`config.mk`:
```
export PLATFORM = sky130hd
export DESIGN_NAME = pea_result_drain
export DESIGN_NICKNAME = d
export VERILOG_FILES = /design/src/rtl/pea_result_drain.sv
export SDC_FILE = /design/constraint.sdc
export NUM_CORES = 1
export LEC_CHECK = 0
export BUFFER_PORTS_ARGS = -buffer_cell sky130_fd_sc_hd__buf_2
export CORE_MARGIN = 2
export CORE_UTILIZATION = 46
export CTS_CLUSTER_SIZE = 20
export DETAILED_ROUTE_END_ITERATION = 10
export MAX_ROUTING_LAYER = met4
export PLACE_DENSITY = 0.79
export SLEW_MARGIN = 10
export SYNTH_ARGS = -nofsm -noshare
export SYNTH_HDL_FRONTEND = slang
export SYNTH_SLANG_ARGS = --single-unit
```
`constraint.sdc`:
```
create_clock -name clk -period 2.12 [get_ports clk]
set_input_delay 0.212 -clock clk [delete_from_list [all_inputs] [get_ports clk]]
set_output_delay 0.212 -clock clk [all_outputs]
set_load 0.03 [all_outputs]
```
`src/rtl/pea_result_drain.sv`:
```
// Drains paired result/status words from the PEA output FIFOs onto a valid/ready stream.
// Optional macro PEA_DRAIN_ERRCNT_EN adds err_count for records whose status bit 0 is set.
module pea_result_drain #(
    parameter int unsigned WIDTH     = 32,
    parameter int unsigned POP_W     = 5,
    parameter int unsigned CNT_W     = 16,
    parameter int unsigned DESYNC_TO = 8
) (
    input  logic             clk,
    input  logic             rst,
    input  logic [POP_W-1:0] result_pop,
    input  logic [POP_W-1:0] status_pop,
    input  logic [WIDTH-1:0] result_data,
    input  logic [WIDTH-1:0] status_data,
    output logic             rd_en_result,
    output logic             rd_en_status,
    output logic             out_valid,
    input  logic             out_ready,
    output logic [WIDTH-1:0] out_result,
    output logic [WIDTH-1:0] out_status,
    output logic [CNT_W-1:0] drain_count,
`ifdef PEA_DRAIN_ERRCNT_EN
    output logic [CNT_W-1:0] err_count,
`endif
    output logic             desync,
    output logic             busy
);

    localparam int unsigned TO_W = $clog2(DESYNC_TO + 1);

    typedef enum logic [1:0] {
        StIdle,
        StRead,
        StLatch,
        StValid
    } state_e;

    state_e           state_q, state_d;
    logic             rd_en_q, rd_en_d;
    logic [WIDTH-1:0] result_q, status_q;
    logic [CNT_W-1:0] count_q, count_d;
    logic [TO_W-1:0]  to_cnt_q, to_cnt_d;
    logic             desync_q, desync_d;
    logic             capture;
    logic             accept;
    logic             both_avail;
    logic             mismatch;

    assign both_avail = (result_pop != '0) && (status_pop != '0);
    assign mismatch   = (result_pop == '0) != (status_pop == '0);

    always_comb begin
        state_d = state_q;
        rd_en_d = 1'b0;
        capture = 1'b0;
        accept  = 1'b0;
        unique case (state_q)
            StIdle: begin
                if (both_avail && !desync_q) begin
                    state_d = StRead;
                    // rd_en is registered so it is high exactly while in StRead
                    rd_en_d = 1'b1;
                end
            end
            StRead: state_d = StLatch;
            StLatch: begin
                capture = 1'b1;
                state_d = StValid;
            end
            StValid: begin
                if (out_ready) begin
                    accept  = 1'b1;
                    state_d = StIdle;
                end
            end
            default: state_d = StIdle;
        endcase
    end

    // Desync timer counts only in idle; desync asserts on the DESYNC_TO-th mismatched cycle
    always_comb begin
        to_cnt_d = to_cnt_q;
        desync_d = desync_q;
        if (state_q != StIdle || !mismatch) begin
            to_cnt_d = '0;
        end else if (!desync_q) begin
            to_cnt_d = to_cnt_q + 1'b1;
            if (to_cnt_q == TO_W'(DESYNC_TO - 1)) begin
                desync_d = 1'b1;
            end
        end
    end

    assign count_d = accept ? count_q + 1'b1 : count_q;

    always_ff @(posedge clk) begin
        if (rst) begin
            state_q  <= StIdle;
            rd_en_q  <= 1'b0;
            result_q <= '0;
            status_q <= '0;
            count_q  <= '0;
            to_cnt_q <= '0;
            desync_q <= 1'b0;
        end else begin
            state_q  <= state_d;
            rd_en_q  <= rd_en_d;
            count_q  <= count_d;
            to_cnt_q <= to_cnt_d;
            desync_q <= desync_d;
            if (capture) begin
                result_q <= result_data;
                status_q <= status_data;
            end
        end
    end

`ifdef PEA_DRAIN_ERRCNT_EN
    logic [CNT_W-1:0] err_q;

    always_ff @(posedge clk) begin
        if (rst) begin
            err_q <= '0;
        end else if (accept && status_q[0]) begin
            err_q <= err_q + 1'b1;
        end
    end

    assign err_count = err_q;
`endif

    assign rd_en_result = rd_en_q;
    assign rd_en_status = rd_en_q;
    assign out_valid    = (state_q == StValid);
    assign out_result   = result_q;
    assign out_status   = status_q;
    assign drain_count  = count_q;
    assign desync       = desync_q;
    assign busy         = (state_q != StIdle);

endmodule

```
==> impl_metrics.toml, run 1 <==
[floorplan]
io_pins = 162
rows = 31
core-area_sq_um = 7214
fp.dieArea_sq_um = 8123
initial_core_util_pct = 47.29
dieHeight_microns = 90.13
die_w_microns = 90.13

[global_routing]
gr-usage-all-layers_pct = 19.01
grt_pass1_vias = 2831
grt_first_pass_wirelength_microns = 12500
grt_max_degree = 44
antenna_found_initial = 0
grt_overflow = 0

[worst_setup_path]
start_kind = "register"
worstPathRequired_ps = 2350
cp_max_fo = 7
critPathKind = "register to register"
worst_setup_path_end_kind = "register"
critPathArrivalTime_ps = 2000

[min_path]
min-delay-path-class = "input port to register"

[synthesis]
syn_area_sq_um = 3412
yosysUniqueCellTypes = 32
yosysWarnings = 0
synth_top_area_share_pct = 51.63
synth_top_family_by_area = "multiplexers"
synth_area_per_cell_sq_um = 10.15
synth_compound_gate_area_share_pct = 2.274
synthXorXnorAreaFrac_pct = 3.594
synth-seq-area-share_pct = 51.63
muxShareOfSynthArea_pct = 19.69
synth_largest_area_cell = "dfxtp_1"
synth_adder_area_share_pct = 2.567
syn-num-nets = 420
synth_area_leaders = "dfxtp_1, mux2i_1, nor2_1, ha_1, xor2_1"
ys_seq_elements = 88
synth_simple_gate_area_share_pct = 17.35
syn_inst = 336

[clock_tree]
cts_tree = "yes"
h-tree-depth = 3
clkSinkCount = 88
post_cts_resized = 0
cts_inserted_buffers = 9
clockBufferDepth = 2
hold_buffers = 0
clk_latency_ps = 340
root_buffer = "clkbuf_8"
clk_pin_slew_ps = 90
post-cts-setup-buffers = 0

[final_layout]
final_nets = 580
design_area_sq_um = 4601
stdcell_count = 600
antenna_cells = 0
areaGrowthSynthToFinish_pct = 34.84
fillers = 624
regArea_sq_um = 1762
multiInputGateArea_sq_um = 1564
final_layout_size_suffix_gt1_share_pct = 37.92
utilization_pct = 63.77

[routing]
finalWirelength_microns = 7632
drtIter0Drc = 108
dr_wl_met3_microns = 333
wl_per_cell_microns = 12.72
wl_met1_microns = 3155
drc_errors = 0
via_per_inst = 4.852
top_layer = "met4"
wl_met2_microns = 3971
ant_nets = 0
vias = 2911
drtPass1Iterations = 4

[sta]
clock_skew_ps = 11.97
fin_hold_ws_ps = 107.2
final-max-slew-violation-count = 0
worst_slack_ps = 354.6
slew-limit-headroom_pct = 72.08
final.period_utilization_pct = 83.27
tns_ps = 0
hold_viol_final = 0
rsz0062_at_grt = "false"
max_freq_mhz = 566.5
worst_pin_slew_ps = 418.9
setup_viol = 0
period_needed_ps = 1765

[pwr]
power.density_nw_per_um2 = 1140
p_leak_nw = 2.165
total_power_mw = 5.245
ir_worst_vdd_mv = 0.5888

[placed_design]
pre_cts_slack_ps = 342.6
portBuffers = 161
dp_cells = 584
dpl_cell_area_sq_um = 4340
hpwl_microns = 5602
gp_congestion = 0.8389

[job]
maxCapViolCount = 0

[status]
status = "finished clean"
-- path summary, 6_finish.rpt --
kind / startpoint / end / slack (ps) / cells after the start
hold reg to reg: out_status[2] / out_status[2] / 490 / 2
setup reg to reg: state_q[1] / drain_count[15] / 350 / 5
hold / removal: result_data[10] / out_result[10] / 110 / 3
setup / recovery: state_q[1] / drain_count[15] / 350 / 5
-- metal layers --
metal | track usage, % | vias up
met1 | 20.78 | 1362
met5 | - | -
met3 | 3.185 | 15
met2 | 33.96 | 84
met4 | 8.333 | 0
li1 | - | 1450
-- final cells by class --
| cell class | instances | area share, % |
|---|---|---|
| clock buffer | 11 | 2.856 |
| tap | 99 | 2.692 |
| multi-input combinational | 225 | 34.00 |
| sequential | 88 | 38.29 |
| timing repair buffer | 166 | 18.87 |
| clock inverter | 5 | 2.801 |
| inverter | 6 | 0.4895 |
-- report_power, final --
part | internal [mW] | total [mW] | switching, mW
Combinational | 0.664 | 1.74 | 1.08
Sequential | 1.90 | 2.02 | 0.127
Clock | 0.906 | 1.48 | 0.570
-- critical path, cell delays in order (launching register included) --
cell and delay, ps:
dfxtp_1 430, ha_1 240, nand4_2 240, nor4_4 310, nand3_1 130, mux2_1 320
-- synth_stat cells --
cell	instances
a211oi_1	1
a21oi_1	3
a31o_2	1
and2_1	1
and2b_1	1
and4_1	1
buf_2	7
buf_4	1
clkbuf_1	9
dfxtp_1	88
ha_1	7
inv_1	6
mux2_1	1
mux2i_1	66
nand2_1	7
nand2b_1	2
nand3_1	7
nand3b_1	2
nand4_1	4
nand4_2	1
nand4_4	1
nor2_1	87
nor2b_1	2
nor3_1	5
nor4_1	4
nor4_4	1
o21ba_2	2
o22ai_1	1
o31a_2	2
or4_4	1
xnor2_1	6
xor2_1	8
-- cells by family after synthesis --
logic type / count (synthesis)
flops: 88
simple gates: 127
fa+ha+maj: 7
mux: 67
xor+xnor: 14
compound gates: 10
buf+inv: 23
-- state kept, by name, indices dropped and copies added, names as in the netlist --
register and cells:
rd_en_result 1, desync 1, to_cnt_q 4, out_result 32, state_q 2, drain_count 16
out_status 32
-- layout by cell type, fill, tap and decap left out, types with 2 or more instances in the layout --
cell type	n
buf_4	3
a21oi_1	3
ha_1	6
xor2_1	8
nor3_1	5
nand2_1	7
clkbuf_1	2
o31a_2	2
inv_1	6
nor4_1	4
nand2b_1	2
nand3b_1	2
clkbuf_8	9
xnor2_1	6
dfxtp_1	88
nand4_1	4
nor2_1	87
bufinv_16	4
nor2b_1	2
o21ba_2	2
buf_12	2
mux2i_1	66
nand3_1	7
buf_2	161
No activity file was read; power rests on OpenSTA's default activity.
==> run 2: changes to the inputs <==
==> constraint.sdc (replaced) <==
create_clock -name clk -period 1.7 [get_ports clk]
set_input_delay 0.17 -clock clk [delete_from_list [all_inputs] [get_ports clk]]
set_output_delay 0.17 -clock clk [all_outputs]
set_load 0.03 [all_outputs]
==> run 2 against run 1 <==
Against the previous run: sequential power increased by 25%; count of clock-buffer cells in the layout decreased by 1; wire length increased by 4.1%; die area unchanged; fmax increased by 9.4%; worst setup slack got worse by 270 ps; register-to-register slack got worse by 270 ps; combinational power increased by 30%; clock power increased by 9%.
==> impl_metrics.toml, run 2 (same netlist as run 1, synthesis figures left out) <==
[final_layout]
areaGrowthSynthToFinish_pct = 36.96
regArea_sq_um = 1763
utilization_pct = 64.78
antenna_cells = 0
mostFrequentLayoutCells = "buf_2, nor2_1, dfxtp_1"
fillers = 629
design_area_sq_um = 4673
multiInputGateArea_sq_um = 1577
layout_commonest_cell = "buf_2"
final_layout_size_suffix_gt1_share_pct = 39.57
final_nets = 587
stdcell_count = 607

[floorplan]
initial_core_util_pct = 47.29
core-area_sq_um = 7214
dieHeight_microns = 90.13
rows = 31
io_pins = 162
fp.dieArea_sq_um = 8123
die_w_microns = 90.13

[clock_tree]
post_cts_resized = 0
clk_pin_slew_ps = 90
clkSinkCount = 88
hold_buffers = 0
cts_tree = "yes"
clockBufferDepth = 2
clk_latency_ps = 340
root_buffer = "clkbuf_8"
cts_inserted_buffers = 9
h-tree-depth = 3
post-cts-setup-buffers = 0

[global_routing]
antenna_found_initial = 0
grt_first_pass_wirelength_microns = 13020
grt_pass1_vias = 2947
gr-usage-all-layers_pct = 19.95
grt_max_degree = 37
grt_overflow = 0

[placed_design]
hpwl_microns = 5974
dp_cells = 591
portBuffers = 161
gp_congestion = 0.8541
dpl_cell_area_sq_um = 4444

[worst_setup_path]
critPathKind = "register to register"
worst_setup_path_end_kind = "register"
critPathArrivalTime_ps = 1860
start_kind = "register"
worstPathRequired_ps = 1940
cp_max_fo = 8

[routing]
drtPass1Iterations = 4
via_per_inst = 4.835
dr_wl_met3_microns = 376
wl_met1_microns = 3104
wl_per_cell_microns = 13.09
ant_nets = 0
top_layer = "met4"
finalWirelength_microns = 7947
drtIter0Drc = 40
drc_errors = 0
vias = 2935
wl_met2_microns = 4237

[sta]
worst_pin_slew_ps = 388.3
hold_viol_final = 0
setup_viol = 0
slew-limit-headroom_pct = 74.11
max_freq_mhz = 619.9
period_needed_ps = 1613
final-max-slew-violation-count = 0
fin_hold_ws_ps = 51.08
tns_ps = 0
clock_skew_ps = 9.261
final.period_utilization_pct = 94.90
rsz0062_at_grt = "false"

[pwr]
ir_worst_vdd_mv = 0.6970
p_leak_nw = 2.190
power.density_nw_per_um2 = 1369

[min_path]
min-delay-path-class = "input port to register"

[status]
status = "finished clean"

[job]
maxCapViolCount = 0
==> run 2: cell count changes in the layout (fill, tap and decap cells not counted) <==
cell        before  now
buf_12           2    5
clkbuf_8         9   10
inv_6            0    1
buf_4            3    7
clkinv_4         1    0
clkbuf_1         2    0
clkinvlp_4       0    3
ha_1             6    5
ha_4             1    2
dfxtp_1         88   87
dfxtp_2          0    1
bufinv_16        4    2
==> run 2: per-layer routing <==
| metal | GRT usage [%] | up-vias |
|---|---|---|
| met4 | 10.38 | 0 |
| met5 | - | - |
| met3 | 3.940 | 23 |
| met1 | 20.22 | 1357 |
| met2 | 36.28 | 92 |
| li1 | - | 1463 |
==> run 2: report_power, final <==
group | switching (mW) | internal, mW | leakage, nW
Clock | 0.736 | 0.873 | 0.105
Combinational | 1.37 | 0.896 | 1.37
Sequential | 0.161 | 2.37 | 0.715
Total | 2.26 | 4.13 | 2.19
==> run 2: cell type report <==
cell class / count / share of cell area, %
flip-flops and latches: 88 / 37.72
multi-input cells: 225 / 33.73
repair buffers: 173 / 20.51
clock buffers: 10 / 2.945
well taps: 99 / 2.651
clock inverters: 6 / 1.954
inverters: 6 / 0.4819
==> run 2: final timing paths <==
| path | endpoint | from | slack, ps | depth (start not counted) |
|---|---|---|---|---|
| max | drain_count[13] | state_q[0] | 90 | 5 |
| min | out_status[7] | status_data[7] | 50 | 3 |
| max reg2reg | drain_count[13] | state_q[0] | 90 | 5 |
| min reg2reg | out_status[2] | out_status[2] | 490 | 2 |
==> run 2: critical path, cell delays in order, from the launching register on <==
cell	delay (ps)
dfxtp_1	420
ha_4	210
and4_1	270
nand3_1	120
o31a_2	290
o21ba_2	200
==> run 2: metrics by stage <==
step	total power, mW	setup slack (ps)
3_5_place_dp	4.855	76.58
5_1_grt	6.717	3.815
6_report	6.398	86.77
4_1_cts	6.485	55.55
2_1_floorplan	4.156	6.235
3_3_place_gp	4.787	145.4
